**src/rtl/lsu_mem_ctrl.sv**
```systemverilog
// Load/store sequencer between the execute stage and the data RAM.
// Turns RV32I loads/stores into word reads, word writes and byte writes,
// extracts/extends load lanes, splits SH into two byte writes and reports
// misaligned or out-of-range accesses without touching memory.
module lsu_mem_ctrl #(
   parameter int unsigned MEM_BYTES = 524288
) (
   input  logic        clk,
   input  logic        rst,
   input  logic        req_valid,
   output logic        req_ready,
   input  logic        req_is_store,
   input  logic [2:0]  req_funct3,
   input  logic [31:0] req_addr,
   input  logic [31:0] req_wdata,
   output logic        resp_valid,
   output logic [31:0] resp_rdata,
   output logic        resp_misaligned,
   output logic        resp_out_of_range,
   output logic [31:0] mem_address,
   output logic [31:0] mem_write_data,
   output logic        mem_w_write_enable,
   output logic        mem_b_write_enable,
   output logic        mem_read_enable,
   output logic [2:0]  mem_funct3,
   input  logic [31:0] mem_read_data
);

   typedef enum logic [2:0] {StIdle, StLoad, StStore0, StStore1, StResp} state_e;

   state_e      r_state;
   logic [2:0]  r_funct3;
   logic [31:0] r_addr;
   logic [31:0] r_wdata;
   logic [31:0] r_rdata;
   logic        r_resp_valid;
   logic        r_misaligned;
   logic        r_out_of_range;

   logic        w_illegal;
   logic        w_misaligned;
   logic        w_out_of_range;
   logic [32:0] w_size;
   logic [32:0] w_end;
   logic [7:0]  w_byte;
   logic [15:0] w_half;
   logic [31:0] w_load_data;

   // Decode the incoming request: legality, alignment and 33-bit range check
   always_comb begin
      w_misaligned = 1'b0;
      w_size       = 33'd4;
      if (req_is_store) begin
         w_illegal = req_funct3[2] | (req_funct3[1:0] == 2'b11);
      end else begin
         w_illegal = (req_funct3[1:0] == 2'b11) | (req_funct3 == 3'b110);
      end
      case (req_funct3[1:0])
         2'b00: w_size = 33'd1;
         2'b01: begin
            w_size       = 33'd2;
            w_misaligned = req_addr[0];
         end
         2'b10: w_misaligned = (req_addr[1:0] != 2'b00);
         default: w_size = 33'd4;
      endcase
      // Widened so addresses near 0xFFFFFFFF cannot wrap past the check
      w_end          = {1'b0, req_addr} + w_size;
      w_out_of_range = (w_end > 33'(MEM_BYTES));
   end

   // Select the addressed lane of the RAM word and extend it
   always_comb begin
      case (r_addr[1:0])
         2'b00:   w_byte = mem_read_data[7:0];
         2'b01:   w_byte = mem_read_data[15:8];
         2'b10:   w_byte = mem_read_data[23:16];
         default: w_byte = mem_read_data[31:24];
      endcase
      w_half = r_addr[1] ? mem_read_data[31:16] : mem_read_data[15:0];
      case (r_funct3)
         3'b000:  w_load_data = {{24{w_byte[7]}}, w_byte};
         3'b001:  w_load_data = {{16{w_half[15]}}, w_half};
         3'b010:  w_load_data = mem_read_data;
         3'b100:  w_load_data = {24'b0, w_byte};
         3'b101:  w_load_data = {16'b0, w_half};
         default: w_load_data = 32'b0;
      endcase
   end

   // Sequencer state and registered response outputs
   always_ff @(posedge clk) begin
      if (rst) begin
         r_state        <= StIdle;
         r_funct3       <= 3'b0;
         r_addr         <= 32'b0;
         r_wdata        <= 32'b0;
         r_rdata        <= 32'b0;
         r_resp_valid   <= 1'b0;
         r_misaligned   <= 1'b0;
         r_out_of_range <= 1'b0;
      end else begin
         case (r_state)
            StIdle: begin
               if (req_valid) begin
                  r_funct3       <= req_funct3;
                  r_addr         <= req_addr;
                  r_wdata        <= req_wdata;
                  r_rdata        <= 32'b0;
                  r_misaligned   <= 1'b0;
                  r_out_of_range <= 1'b0;
                  // Misalignment outranks the range fault
                  if (w_illegal || w_misaligned) begin
                     r_misaligned <= 1'b1;
                     r_resp_valid <= 1'b1;
                     r_state      <= StResp;
                  end else if (w_out_of_range) begin
                     r_out_of_range <= 1'b1;
                     r_resp_valid   <= 1'b1;
                     r_state        <= StResp;
                  end else if (req_is_store) begin
                     r_state <= StStore0;
                  end else begin
                     r_state <= StLoad;
                  end
               end
            end
            StLoad: begin
               r_rdata      <= w_load_data;
               r_resp_valid <= 1'b1;
               r_state      <= StResp;
            end
            StStore0: begin
               if (r_funct3 == 3'b001) begin
                  r_state <= StStore1;
               end else begin
                  r_resp_valid <= 1'b1;
                  r_state      <= StResp;
               end
            end
            StStore1: begin
               r_resp_valid <= 1'b1;
               r_state      <= StResp;
            end
            StResp: begin
               r_resp_valid <= 1'b0;
               r_state      <= StIdle;
            end
            default: begin
               r_resp_valid <= 1'b0;
               r_state      <= StIdle;
            end
         endcase
      end
   end

   // RAM command decode; reset gates every enable so no write lands in a reset cycle
   always_comb begin
      mem_address        = 32'b0;
      mem_write_data     = 32'b0;
      mem_w_write_enable = 1'b0;
      mem_b_write_enable = 1'b0;
      mem_read_enable    = 1'b0;
      mem_funct3         = 3'b000;
      if (!rst) begin
         case (r_state)
            StLoad: begin
               mem_read_enable = 1'b1;
               mem_funct3      = 3'b010;
               mem_address     = {r_addr[31:2], 2'b00};
            end
            StStore0: begin
               mem_address = r_addr;
               if (r_funct3 == 3'b010) begin
                  mem_w_write_enable = 1'b1;
                  mem_write_data     = r_wdata;
               end else begin
                  mem_b_write_enable = 1'b1;
                  mem_write_data     = {24'b0, r_wdata[7:0]};
               end
            end
            StStore1: begin
               mem_address        = r_addr + 32'd1;
               mem_b_write_enable = 1'b1;
               mem_write_data     = {24'b0, r_wdata[15:8]};
            end
            default: mem_address = 32'b0;
         endcase
      end
   end

   assign req_ready         = (r_state == StIdle);
   assign resp_valid        = r_resp_valid;
   assign resp_rdata        = r_rdata;
   assign resp_misaligned   = r_misaligned;
   assign resp_out_of_range = r_out_of_range;

endmodule
```
**config.mk**
```make
export PLATFORM = sky130hd
export DESIGN_NAME = lsu_mem_ctrl
export DESIGN_NICKNAME = d
export VERILOG_FILES = /design/src/rtl/lsu_mem_ctrl.sv
export SDC_FILE = /design/constraint.sdc
export NUM_CORES = 1
export LEC_CHECK = 0
export CORE_MARGIN = 8
export CORE_UTILIZATION = 47
export CTS_BUF_LIST = sky130_fd_sc_hd__clkbuf_4 sky130_fd_sc_hd__clkbuf_8 sky130_fd_sc_hd__clkbuf_16
export DETAILED_ROUTE_END_ITERATION = 12
export PLACE_DENSITY = 0.88
export SYNTH_ARGS = -nofsm -noshare
export SYNTH_HDL_FRONTEND = slang
export SYNTH_SLANG_ARGS = --single-unit
```
**constraint.sdc**
```tcl
create_clock -name clk -period 3.6 [get_ports clk]
set_clock_uncertainty 0.05 [all_clocks]
set_input_delay 0.72 -clock clk [delete_from_list [all_inputs] [get_ports clk]]
set_output_delay 0.72 -clock clk [all_outputs]
set_load 0.05 [all_outputs]
```
==> results.sh <==
export IMPL_outcome="complete, no violations"
export IMPL_rows=42
export IMPL_yosysMostFrequentCell="nand2_1"
export IMPL_worstSkewPairLatency_ps=350
export IMPL_grt_overflow=0
export IMPL_crit_top_cell="and3_4"
export IMPL_wl_um=22670
export IMPL_gp_congestion=0.9244
export IMPL_drive_above_1_share=0.1524
export IMPL_ios=209
export IMPL_cp_arrival_ps=2720
export IMPL_path_clk_slew_ps=70
export IMPL_synthCells=908
export IMPL_p_leak_nw=3.453
export IMPL_ys_ff_latch=105
export IMPL_critPathMaxFanout=4
export IMPL_cts_made_buffers=9
export IMPL_synth_common_cells="nand2_1, a21oi_1, nor2_1"
export IMPL_area_growth_syn_to_layout_pct=51.56
export IMPL_synth_cell_types=63
export IMPL_antenna_left=0
export IMPL_crit_type="reg2out"
export IMPL_die_x_um=132.4
export IMPL_fin_crit_sh=0.9699
export IMPL_cap_violations=0
export IMPL_ys_seq_area_frac=0.3303
export IMPL_grt_max_degree=104
export IMPL_cpPeakStageDelay_ps=560
export IMPL_clock_sinks=105
export IMPL_synth_area_leaders="dfxtp_1, a21oi_1, nand2_1"
export IMPL_drt_vias_per_instance=5.862
export IMPL_clockBufferDepth=2
export IMPL_drv_slew=0
export IMPL_synth_edf_count=0
export IMPL_route_detailed_drc=0
export IMPL_tightest_slew_ps=1254
export IMPL_worstSetupEndpointType="output port"
export IMPL_cp_data_required_time_ps=2830
export IMPL_post_dp_hpwl_um=16820
export IMPL_synth_top_area_share=0.3303
export IMPL_powerDensity_nw_per_um2=300.7
export IMPL_clock_fmax_mhz=286.4
export IMPL_yosys_area_top_type="dfxtp_1"
export IMPL_synthFlopType="dfxtp_1"
export IMPL_die_area_um2=17520
export IMPL_gr_usage_all_layers=0.2487
export IMPL_n_fill_cell=1026
export IMPL_wire_per_inst_um=17.82
export IMPL_hold_class="reg2reg"
export IMPL_cts_root_buf="clkbuf_16"
export IMPL_cts_tree="yes"
export IMPL_grt_pass1_wl_um=36080
export IMPL_final_nets=1207
export IMPL_htree_levels=3
export IMPL_hold_worst_slack_ps=402.0
export IMPL_final_hold_viol_count=0
export IMPL_grt_pass1_vias=7136
export IMPL_ir_drop_mv=0.3426
export IMPL_fp_dieH_um=132.4
export IMPL_crit_chain="ha_1 > and3_4 > nand2_1 > or4b_4 > nor3_4 > and3_4 > a41oi_1 > a311oi_2 > buf_12"
export IMPL_final_setup_worst_slack_ps=108.4
export IMPL_setup_violations=0
export IMPL_syn_area_per_cell_um2=7.010
export IMPL_first_pass_iters=9
export IMPL_io_buffers=206
export IMPL_vias=7456
export IMPL_postSynth_asyncResetShare=0
export IMPL_slew_headroom=0.1643
export IMPL_crit_path_start_kind="flop"
export IMPL_core_area_um2=13240
export IMPL_initial_core_util=0.4806
export IMPL_place_ws_ps=-214.1
export IMPL_n_antenna_cell=0
export IMPL_yosysWarnings=0
export IMPL_initialDrtViolationCount=794
export IMPL_syn_area_um2=6365
export IMPL_period_minus_slack_ps=3492
export IMPL_crit_slowest_cell="or4b_4"
export IMPL_antenna_found_initial=0
worst paths after layout:
| kind | startpoint | end | slack, ps | cells past startpoint |
|---|---|---|---|---|
| min | r_wdata[26] | r_wdata[26] | 400 | 2 |
| max | r_addr[0] | mem_address[30] | 110 | 9 |
| min reg2reg | r_wdata[26] | r_wdata[26] | 400 | 2 |
| max reg2reg | r_addr[1] | resp_rdata[26] | 660 | 11 |
logic make-up after synthesis:
| group | synth area share |
|---|---|
| AO/OA/AOI/OAI | 0.2479 |
| XOR/XNOR | 0.02064 |
| adder cells (fa/ha/maj) | 0.02673 |
| buffers and inverters | 0.05032 |
| flip-flops | 0.3303 |
| multiplexers | 0.01730 |
| other | 0.0005892 |
| AND/OR/NAND/NOR | 0.3063 |
power by group:
part           leakage, nW  switching [mW]  total [mW]  internal, mW
clock network        0.163           0.466        1.11         0.640
registers            0.863          0.0490        1.26          1.21
logic                 2.43           0.295       0.534         0.240
worst max-delay path, delay by kind of cell, from the launching register on:
kind / cells / cell delay (ps)
AND/OR/NAND/NOR: 5 / 1230
AO/OA/AOI/OAI: 2 / 430
flip-flops: 1 / 360
buffers and inverters: 1 / 180
adder cells (fa/ha/maj): 1 / 160
state kept, by name (all words and copies together) (netlist names):
signal,cells
resp_valid,1
resp_rdata,32
r_funct3,3
resp_out_of_range,1
r_addr,32
r_wdata,32
r_state,3
resp_misaligned,1
final cells by class:
type | count | area [um2] | area share
multi-input cells | 725 | 4061 | 0.4210
clock inverters | 6 | 98.84 | 0.01025
clock buffers | 10 | 239.0 | 0.02477
flip-flops and latches | 105 | 2123 | 0.2201
inverters | 9 | 33.78 | 0.003502
repair buffers | 241 | 2870 | 0.2975
well taps | 176 | 220.2 | 0.02283
per-stage QoR:
| step | utilization | instance area [um2] | std cells | TNS [ps] | power (mW) |
|---|---|---|---|---|---|
| CTS | 0.7231 | 9575 | 1271 | 0 | 2.916 |
| detailed placement | 0.6965 | 9224 | 1255 | -599.6 | 1.804 |
| finish | 0.7285 | 9647 | 1272 | 0 | 2.901 |
| floorplan | - | 6416 | 909 | -34.83 | 1.557 |
| global placement | 0.6965 | 9224 | 1255 | -416.4 | 1.796 |
| global route | 0.7285 | 9647 | 1272 | -22.22 | 3.032 |
timing repair:
| item | in CTS | in global routing |
|---|---|---|
| buffers inserted | 0 | 1 |
| resized for setup | 5 | 22 |
| hold buffers | 0 | 0 |
| endpoints found under the setup margin | 5 | 10 |
| pin swaps | 2 | 4 |
per-layer routing:
layer  share of wire  global-route usage  routed length, um  up-vias
met1            0.39              0.2972               8955     3393
met4           0.039              0.1211                889        0
met2            0.46              0.3904              10470      420
li1                -                   -                  -     3575
met3            0.10             0.08575               2362       68
met5               0                   0                  0        -
placed cells by master, fill, tap and decap left out, types with 4 or more instances in the layout:
master | synthesis | layout
nand2_1 | 180 | 179
a21oi_1 | 145 | 144
clkdlybuf4s50_1 | 0 | 137
nor2_1 | 118 | 116
dfxtp_1 | 105 | 94
buf_12 | 0 | 56
buf_4 | 4 | 47
o21ai_0 | 33 | 32
and2_1 | 27 | 26
nand3_1 | 19 | 19
a222oi_1 | 15 | 15
nand4_1 | 14 | 14
nor3_1 | 15 | 14
ha_1 | 12 | 12
mux2i_1 | 11 | 11
a31oi_1 | 10 | 10
clkbuf_16 | 0 | 10
inv_1 | 9 | 9
and4_1 | 8 | 8
and3_1 | 12 | 8
xnor2_1 | 8 | 8
a221oi_1 | 8 | 8
dfxtp_2 | 0 | 8
xor2_1 | 7 | 7
a311oi_2 | 0 | 7
a211oi_1 | 7 | 7
nand2b_1 | 4 | 4
and3_4 | 0 | 4
a41oi_1 | 4 | 4
nand3b_1 | 4 | 4
a311oi_1 | 11 | 4
a21o_1 | 4 | 4
(Power assumes the default switching activity.)
